## config.mk

```make
export PLATFORM = sky130hd
export DESIGN_NAME = product_accumulator
export DESIGN_NICKNAME = d
export VERILOG_FILES = /design/src/rtl/product_accumulator_pkg.sv /design/src/rtl/product_accumulator_sat_adder.sv /design/src/rtl/product_accumulator.sv
export SDC_FILE = /design/constraint.sdc
export NUM_CORES = 1
export LEC_CHECK = 0
export ABC_AREA = 1
export CAP_MARGIN = 15
export CORE_UTILIZATION = 40
export CTS_CLUSTER_DIAMETER = 60
export DETAILED_ROUTE_END_ITERATION = 10
export GPL_ROUTABILITY_DRIVEN = 0
export MAX_ROUTING_LAYER = met4
export PLACE_DENSITY = 0.57
export SYNTH_ARGS = -nofsm -noshare
export SYNTH_HDL_FRONTEND = slang
export SYNTH_SLANG_ARGS = --single-unit
```

## constraint.sdc

```tcl
create_clock -name clk -period 3.87 [get_ports clk]
set_clock_uncertainty 0.1 [all_clocks]
set_input_delay 0.9675 -clock clk [delete_from_list [all_inputs] [get_ports clk]]
set_output_delay 0.9675 -clock clk [all_outputs]
set_load 0.02 [all_outputs]
```

## src/rtl/product_accumulator_pkg.sv

```systemverilog
// Shared types and constants for the product accumulator / MAC datapath.
package product_accumulator_pkg;

  // Widest accumulator any client is expected to build; saturation
  // constants are produced at this width and sliced by the user.
  localparam int MAX_ACC_W = 128;

  typedef logic [MAX_ACC_W-1:0] wide_t;

  typedef enum logic [1:0] {
    ST_IDLE  = 2'd0,
    ST_ACCUM = 2'd1,
    ST_HOLD  = 2'd2
  } state_t;

  // Accumulator width: full product plus guard bits.
  function automatic int acc_width(input int n, input int guard);
    return 2 * n + guard;
  endfunction

  // Largest positive value of a w-bit two's complement number.
  function automatic wide_t acc_max(input int w);
    return (wide_t'(1) << (w - 1)) - wide_t'(1);
  endfunction

  // Most negative value of a w-bit two's complement number (low w bits).
  function automatic wide_t acc_min(input int w);
    return wide_t'(1) << (w - 1);
  endfunction

endpackage

```

## src/rtl/product_accumulator_sat_adder.sv

```systemverilog
// W-bit signed adder that clamps to the representable range on overflow.
module product_accumulator_sat_adder
  import product_accumulator_pkg::*;
#(
  parameter int W = 72
) (
  input  logic [W-1:0] a,
  input  logic [W-1:0] b,
  output logic [W-1:0] sum,
  output logic         ovf
);

  localparam wide_t          MAX_WIDE = acc_max(W);
  localparam wide_t          MIN_WIDE = acc_min(W);
  localparam logic [W-1:0]   SAT_MAX  = MAX_WIDE[W-1:0];
  localparam logic [W-1:0]   SAT_MIN  = MIN_WIDE[W-1:0];

  logic [W-1:0] raw;

  // Overflow only when both operands share a sign the result does not.
  always_comb begin
    raw = a + b;
    ovf = (a[W-1] == b[W-1]) && (raw[W-1] != a[W-1]);
    if (ovf) begin
      sum = a[W-1] ? SAT_MIN : SAT_MAX;
    end else begin
      sum = raw;
    end
  end

endmodule

```

## src/rtl/product_accumulator.sv

```systemverilog
// Streaming signed frame accumulator fed by the registered tree multiplier.
module product_accumulator
  import product_accumulator_pkg::*;
#(
  parameter  int N     = 32,
  parameter  int GUARD = 8,
  parameter  int CNT_W = 16,
  localparam int ACC_W = acc_width(N, GUARD)
) (
  input  logic               clk,
  input  logic               reset,
  input  logic               enable,
  input  logic [2*N-1:0]     prod_in,
  input  logic               prod_valid,
  input  logic               prod_last,
  output logic               prod_ready,
  output logic [ACC_W-1:0]   sum_out,
  output logic [CNT_W-1:0]   term_count,
  output logic               ovf,
  output logic               out_valid,
  input  logic               out_ready
);

  state_t             state;
  state_t             state_next;
  logic               in_fire;
  logic               out_fire;

  logic [ACC_W-1:0]   acc;
  logic [ACC_W-1:0]   acc_next;
  logic [ACC_W-1:0]   prod_ext;
  logic [ACC_W-1:0]   add_sum;
  logic               add_ovf;
  logic               ovf_acc;
  logic               ovf_next;
  logic [CNT_W-1:0]   cnt;
  logic [CNT_W-1:0]   cnt_next;

  assign prod_ext = {{GUARD{prod_in[2*N-1]}}, prod_in};

  product_accumulator_sat_adder #(.W(ACC_W)) u_sat_adder (
    .a   (acc),
    .b   (prod_ext),
    .sum (add_sum),
    .ovf (add_ovf)
  );

  // State register.
  always_ff @(posedge clk) begin
    if (reset) begin
      state <= ST_IDLE;
    end else begin
      state <= state_next;
    end
  end

  // Next-state logic: frames advance only on handshakes.
  always_comb begin
    state_next = state;
    case (state)
      ST_IDLE: begin
        if (in_fire) begin
          state_next = prod_last ? ST_HOLD : ST_ACCUM;
        end else begin
          state_next = ST_IDLE;
        end
      end
      ST_ACCUM: begin
        if (in_fire && prod_last) begin
          state_next = ST_HOLD;
        end else begin
          state_next = ST_ACCUM;
        end
      end
      ST_HOLD: begin
        if (out_fire) begin
          state_next = ST_IDLE;
        end else begin
          state_next = ST_HOLD;
        end
      end
      default: state_next = ST_IDLE;
    endcase
  end

  // Handshake decode; ready is withheld during reset and while a result is pending.
  always_comb begin
    if (!reset && enable && (state != ST_HOLD)) begin
      prod_ready = 1'b1;
    end else begin
      prod_ready = 1'b0;
    end
    in_fire  = prod_valid & prod_ready;
    out_fire = out_valid & out_ready & enable & (state == ST_HOLD);
  end

  // Post-update accumulator values; a saturated sum is frozen for the frame.
  always_comb begin
    if (ovf_acc) begin
      acc_next = acc;
    end else begin
      acc_next = add_sum;
    end
    ovf_next = ovf_acc | add_ovf;
    if (cnt == {CNT_W{1'b1}}) begin
      cnt_next = cnt;
    end else begin
      cnt_next = cnt + {{(CNT_W-1){1'b0}}, 1'b1};
    end
  end

  // Accumulator and result registers; the frame's last term lands in the outputs.
  always_ff @(posedge clk) begin
    if (reset) begin
      acc        <= '0;
      cnt        <= '0;
      ovf_acc    <= 1'b0;
      sum_out    <= '0;
      term_count <= '0;
      ovf        <= 1'b0;
      out_valid  <= 1'b0;
    end else if (in_fire) begin
      if (prod_last) begin
        acc        <= '0;
        cnt        <= '0;
        ovf_acc    <= 1'b0;
        sum_out    <= acc_next;
        term_count <= cnt_next;
        ovf        <= ovf_next;
        out_valid  <= 1'b1;
      end else begin
        acc        <= acc_next;
        cnt        <= cnt_next;
        ovf_acc    <= ovf_next;
      end
    end else if (out_fire) begin
      out_valid <= 1'b0;
    end else begin
      out_valid <= out_valid;
    end
  end

endmodule

```

-- Word level (Yosys, flattened, before mapping)
Cells that the tools add are included.
- bits in registers: 181
- output and inout bits: 91
- bits of input ports: 70
- eq/ne operators: 7
- add/sub/neg operators: 2
- mux-type cells: 16
- bitwise gates (word level): 5
- reductions and logical operators: 9
- operators with widths (cell ; number):
    72-bit two-way mux ; 4
    72-bit adder ; 1
    16-bit two-way mux ; 2
    16-bit by 1-bit adder with 16-bit output (second input constant) ; 1
    16-bit equality test (second input constant) ; 1
    2-bit two-way mux ; 4
    2-bit case mux with 3 select lines ; 1
    1-bit two-way mux ; 5
    1-bit AND ; 4
    1-bit logical AND ; 4
    2-bit != test (second input constant) ; 2
    2-bit AND reduction ; 2
    2-bit by 1-bit equality test with 1-bit output (second input constant) ; 1
    2-bit equality test (second input constant) ; 1
    2-bit zero test ; 1
    2-bit nonzero test ; 1
    1-bit equality test ; 1
    1-bit zero test ; 1
    1-bit != test ; 1
    1-bit OR ; 1

-- Logic depth before layout (Yosys ltp)
- depth after elaboration: 8
- mapped depth: 20
- gate-level depth less buffers: 20

-- Hierarchy
From an unflattened synthesis, not the netlist that was laid out.
- cells, all modules: 2435
- area, all modules: 14015.9 µm²
- by module, submodules not included (module ; seq. area each (µm²) ; area an instance (µm²) ; cells each ; instances):
    product_accumulator ; 3623.5 ; 7248.2 ; 968 ; 1
    product_accumulator_sat_adder ; 0.0 ; 6767.7 ; 1467 ; 1

-- Worst setup path before layout
No wires, ideal clock.
- path type: in2reg
- from: input port prod_in[54]
- to: register ovf
- data arrival time: 2.808 ns
- stages: 16
- buffers on the path: 1
- required time: 3.653 ns
- library setup time: 0.117 ns
- setup slack: 0.845 ns
- cells stage by stage: ha_1 nand2_1 inv_1 nand2_1 nand2_1 o21bai_1 inv_1 nand2_1 a21oi_2 nand2_4 nand2_4 nand2_8 inv_4 buf_6 nand2_1 a22o_1
- word-level cells in the longest chain between the ends: 4
- ends and longest elaborated chain (element ; RTL line ; source):
    start, declared ; product_accumulator.sv:13 ; input logic [2*N-1:0] prod_in,
    72-bit adder ; product_accumulator_sat_adder.sv:22 ; raw = a + b;
    1-bit != test ; product_accumulator_sat_adder.sv:23 ; ovf = (a[W-1] == b[W-1]) && (raw[W-1] != a[W-1]);
    1-bit logical AND ; product_accumulator_sat_adder.sv:23 ;
    1-bit OR ; product_accumulator.sv:104 ; ovf_next = ovf_acc | add_ovf;
    end signal, assigned ; product_accumulator.sv:129 ; ovf <= ovf_next;
    end, declared ; product_accumulator.sv:19 ; output logic ovf,
No other way between the ends.
A chain may end at the register's enable or synchronous reset.

-- Worst setup path in the final report
- from: input port prod_in[18]
- to: register acc[5]
- word-level cells in the longest chain between the ends: 6
- ends and longest elaborated chain (element ; RTL line ; source):
    72-bit adder ; product_accumulator_sat_adder.sv:22 ;
    1-bit != test ; product_accumulator_sat_adder.sv:23 ;
    1-bit logical AND ; product_accumulator_sat_adder.sv:23 ;
    72-bit two-way mux ; product_accumulator_sat_adder.sv:24 ; if (ovf) begin
    72-bit two-way mux ; product_accumulator.sv:99 ; if (ovf_acc) begin
    72-bit two-way mux ; product_accumulator.sv:123 ; if (prod_last) begin
    end signal, assigned ; product_accumulator.sv:132 ; acc <= acc_next;
    end, declared ; product_accumulator.sv:29 ; logic [ACC_W-1:0] acc;
No other way between the ends.

==> results.sh <==
export IMPL_status="complete, no violations"
export IMPL_drt_iter0_markers=1471
export IMPL_synth_edf_count=0
export IMPL_place_inst=3084
export IMPL_synth_top_cell_area_share_pct=26.9
export IMPL_hold_violations=0
export IMPL_p_leak_nw=8.89
export IMPL_synthFlopType="dfxtp_1"
export IMPL_yosysWarnings=0
export IMPL_crit_fanout=18
export IMPL_track_usage_pct=29.5
export IMPL_critPathMaxStageDelay_ps=450
export IMPL_total_power_w=0.00468
export IMPL_ys_types=48
export IMPL_muxShareOfSynthArea_pct=0
export IMPL_arrival_ps=3860
export IMPL_wl_per_cell_um=16.5
export IMPL_endpoint_kind="flop"
export IMPL_path_cells="clkdlybuf4s50_1 -> ha_1 -> nand2_2 -> inv_1 -> nand2_1 -> nand2_1 -> a21oi_1 -> nand3_2 -> nand2_2 -> nand2_4 -> nand2_4 -> nand2_4 -> nand2_4 -> nand2_8 -> inv_4 -> buf_12 -> o21ai_1 -> nand3_1 -> a21oi_1"
export IMPL_cts_path_max_buffers=2
export IMPL_hpwl_mm=40.5
export IMPL_syn_inst=2416
export IMPL_ys_seq_elements=181
export IMPL_grt_max_degree=91
export IMPL_cap_violations=0
export IMPL_clk_pin_slew_ps=70
export IMPL_portBuffers=160
export IMPL_grt_pass1_wl_mm=80.6
export IMPL_crit_top_cell="nand2_4"
export IMPL_syn_to_final_growth_pct=24.2
export IMPL_synth_compound_area_share_pct=11.7
export IMPL_ant_nets=0
export IMPL_syn_nets=2559
export IMPL_yosys_area_share_simple_pct=42.3
export IMPL_cts_tree="done"
export IMPL_core_um2=34700
export IMPL_syn_area_per_cell_um2=5.88
export IMPL_initial_core_util_pct=40.9
export IMPL_yosys_area_share_xor_xnor_pct=2.90
export IMPL_worstMarginPinSlew_ps=967
export IMPL_grt_pass1_vias=15000
export IMPL_min_path_type="flop to flop"
export IMPL_cts_root_buffer="clkbuf_16"
export IMPL_io_pin_count=161
export IMPL_num_vias=15700
export IMPL_ir_drop_mv=0.336
export IMPL_drt_total_wl_mm=51.4
export IMPL_stdcell_count=3117
export IMPL_place_area_um2=17100
export IMPL_cts_max_level=4
export IMPL_ys_top_cells_by_area="nand2_1 (27%), dfxtp_1 (26%), inv_1 (8.5%)"
export IMPL_fin_area_um2=17600
export IMPL_setup_violations=0
export IMPL_cts_buffers=17
export IMPL_relSlewSlack_pct=35.5
export IMPL_cts_sinks=181
export IMPL_insertion_delay_ps=480
export IMPL_critPathSlowestCell="clkdlybuf4s50_1"
export IMPL_synthAdderAreaFrac_pct=6.49
export IMPL_viasPerCell=5.04
export IMPL_cp_required_ps=4070
export IMPL_power_density_nw_per_um2=265
export IMPL_fin_crit_ps=3650
export IMPL_synth_top_family_by_area="simple AND/OR/NAND/NOR gates"
export IMPL_slew_viol_final=0
export IMPL_drc=0
export IMPL_rsz0062_at_grt="false"
export IMPL_ys_seq_area_share_pct=25.5
export IMPL_crit_path_start_kind="input pin"
export IMPL_timing_fmax_ghz=0.274
export IMPL_dr_pass1_iters=6
export IMPL_worstSetupPathType="input pin to flop"
export IMPL_rows=68
export IMPL_synthesis_area_um2=14200
export IMPL_antenna_found_initial=1
export IMPL_fin_crit_sh_pct=94.4
export IMPL_async_reset_ff_share_pct=0
export IMPL_die_y_um=190
export IMPL_finalSetupTns_ps=0
export IMPL_grt_overflow=0
export IMPL_finalNetCount=2791
export IMPL_die_x_um=190
export IMPL_yosys_area_top_type="nand2_1"
export IMPL_drive_above_1_share_pct=9.96
export IMPL_dieArea_um2=36200
==> layout by cell type (no fill, tap or decap), types with 2 or more instances in the layout <==
master              n
clkinv_2            2
nand2_4             4
xor2_1              8
o21ai_2            17
a22o_1             17
inv_6               3
xnor2_1            39
nor4_1              2
nand3_2            13
nand2_1          1018
nand3b_1           13
inv_8               3
inv_2               7
nor2_1            148
clkinvlp_4          3
ha_1               71
nand2_2            11
buf_12              7
nor4_2              2
o21ai_1            43
buf_4             115
o21ai_0            21
nand3_1           111
nand4_1            45
dfxtp_1           181
a21oi_1           154
o21bai_1           15
inv_1             322
a21oi_2            12
o31ai_1             2
nor2_2             11
clkinv_4            2
or2_2              24
clkdlybuf4s50_1   159
clkbuf_16          17
nor2_4              3
nor3_1             19
==> cell type report <==
| cell class | count | area [um^2] |
|---|---|---|
| Sequential cell | 181 | 3620 |
| Inverter | 331 | 1250 |
| Fill cell | 3693 | 17100 |
| Timing Repair Buffer | 281 | 2590 |
| Tap cell | 455 | 569 |
| Antenna cell | 1 | 2.50 |
| Clock buffer | 19 | 443 |
| Multi-Input combinational cell | 1836 | 9020 |
| Clock inverter | 13 | 135 |
==> routing by layer <==
metal  wire [um]  track usage (%)
met5           0                -
met4        1910             12.1
met3        3220             4.60
met2       22300             44.9
met1       24000             38.8
==> final timing paths <==
path | from | endpoint | cells past startpoint | slack (ps)
worst min register to register | sum_out[6] | sum_out[6] | 2 | 350
worst max register to register | acc[21] | acc[5] | 18 | 860
worst min-delay path | sum_out[6] | sum_out[6] | 2 | 350
worst max-delay path | prod_in[18] | acc[5] | 19 | 220
==> where the power goes <==
group          switching, W  internal (W)
combinational      0.000562      0.000379
sequential        0.0000336       0.00191
clock              0.000869      0.000923
==> registers in the layout, summed over array words and instances (netlist names) <==
name and flops:
cnt 16, ovf_acc 1, acc 72, state 2, out_valid 1, term_count 16
sum_out 72, ovf 1
==> kinds of logic (layout without fill, tap and decap cells) <==
kind of cell,count (synthesis),in the layout
AO/OA/AOI/OAI,286,286
XOR/XNOR,47,47
adder cells (fa/ha/maj),73,73
buffers and inverters,399,644
flip-flops,181,181
other,0,1
AND/OR/NAND/NOR,1430,1430
==> per-stage QoR <==
step                      util, %  setup WS [ps]  hold WS (ps)
after floorplan                 -            845           319
after global routing         50.8           31.6           371
after detailed placement     49.1           -232           338
after CTS                    50.8            258           353
final                        50.8            215           350
after global placement       49.1           -139           329
==> cells in the mapped netlist, drive strengths merged (2+ instances only) <==
library cell,count
nor4,4
dfxtp,181
nand3b,14
buf,23
nor3,21
nand2,1034
o31ai,2
nand4,45
nand3,124
nor2,162
xor2,8
nor3b,2
a22o,17
a21oi,166
o21ai,81
o21bai,15
inv,330
ha,72
xnor2,39
clkbuf,45
or2,24
==> worst max-delay path: cells and delay by family <==
family	cells	cell delay, ps
AND/OR/NAND/NOR	11	1110
buffers and inverters	4	820
AO/OA/AOI/OAI	3	570
adder cells (fa/ha/maj)	1	390
==> what timing repair did <==
item,in CTS,in global routing
hold buffers,0,0
setup endpoints to repair,0,1
buffers inserted,0,0
resized for setup,0,1
(Power assumes the default switching activity.)
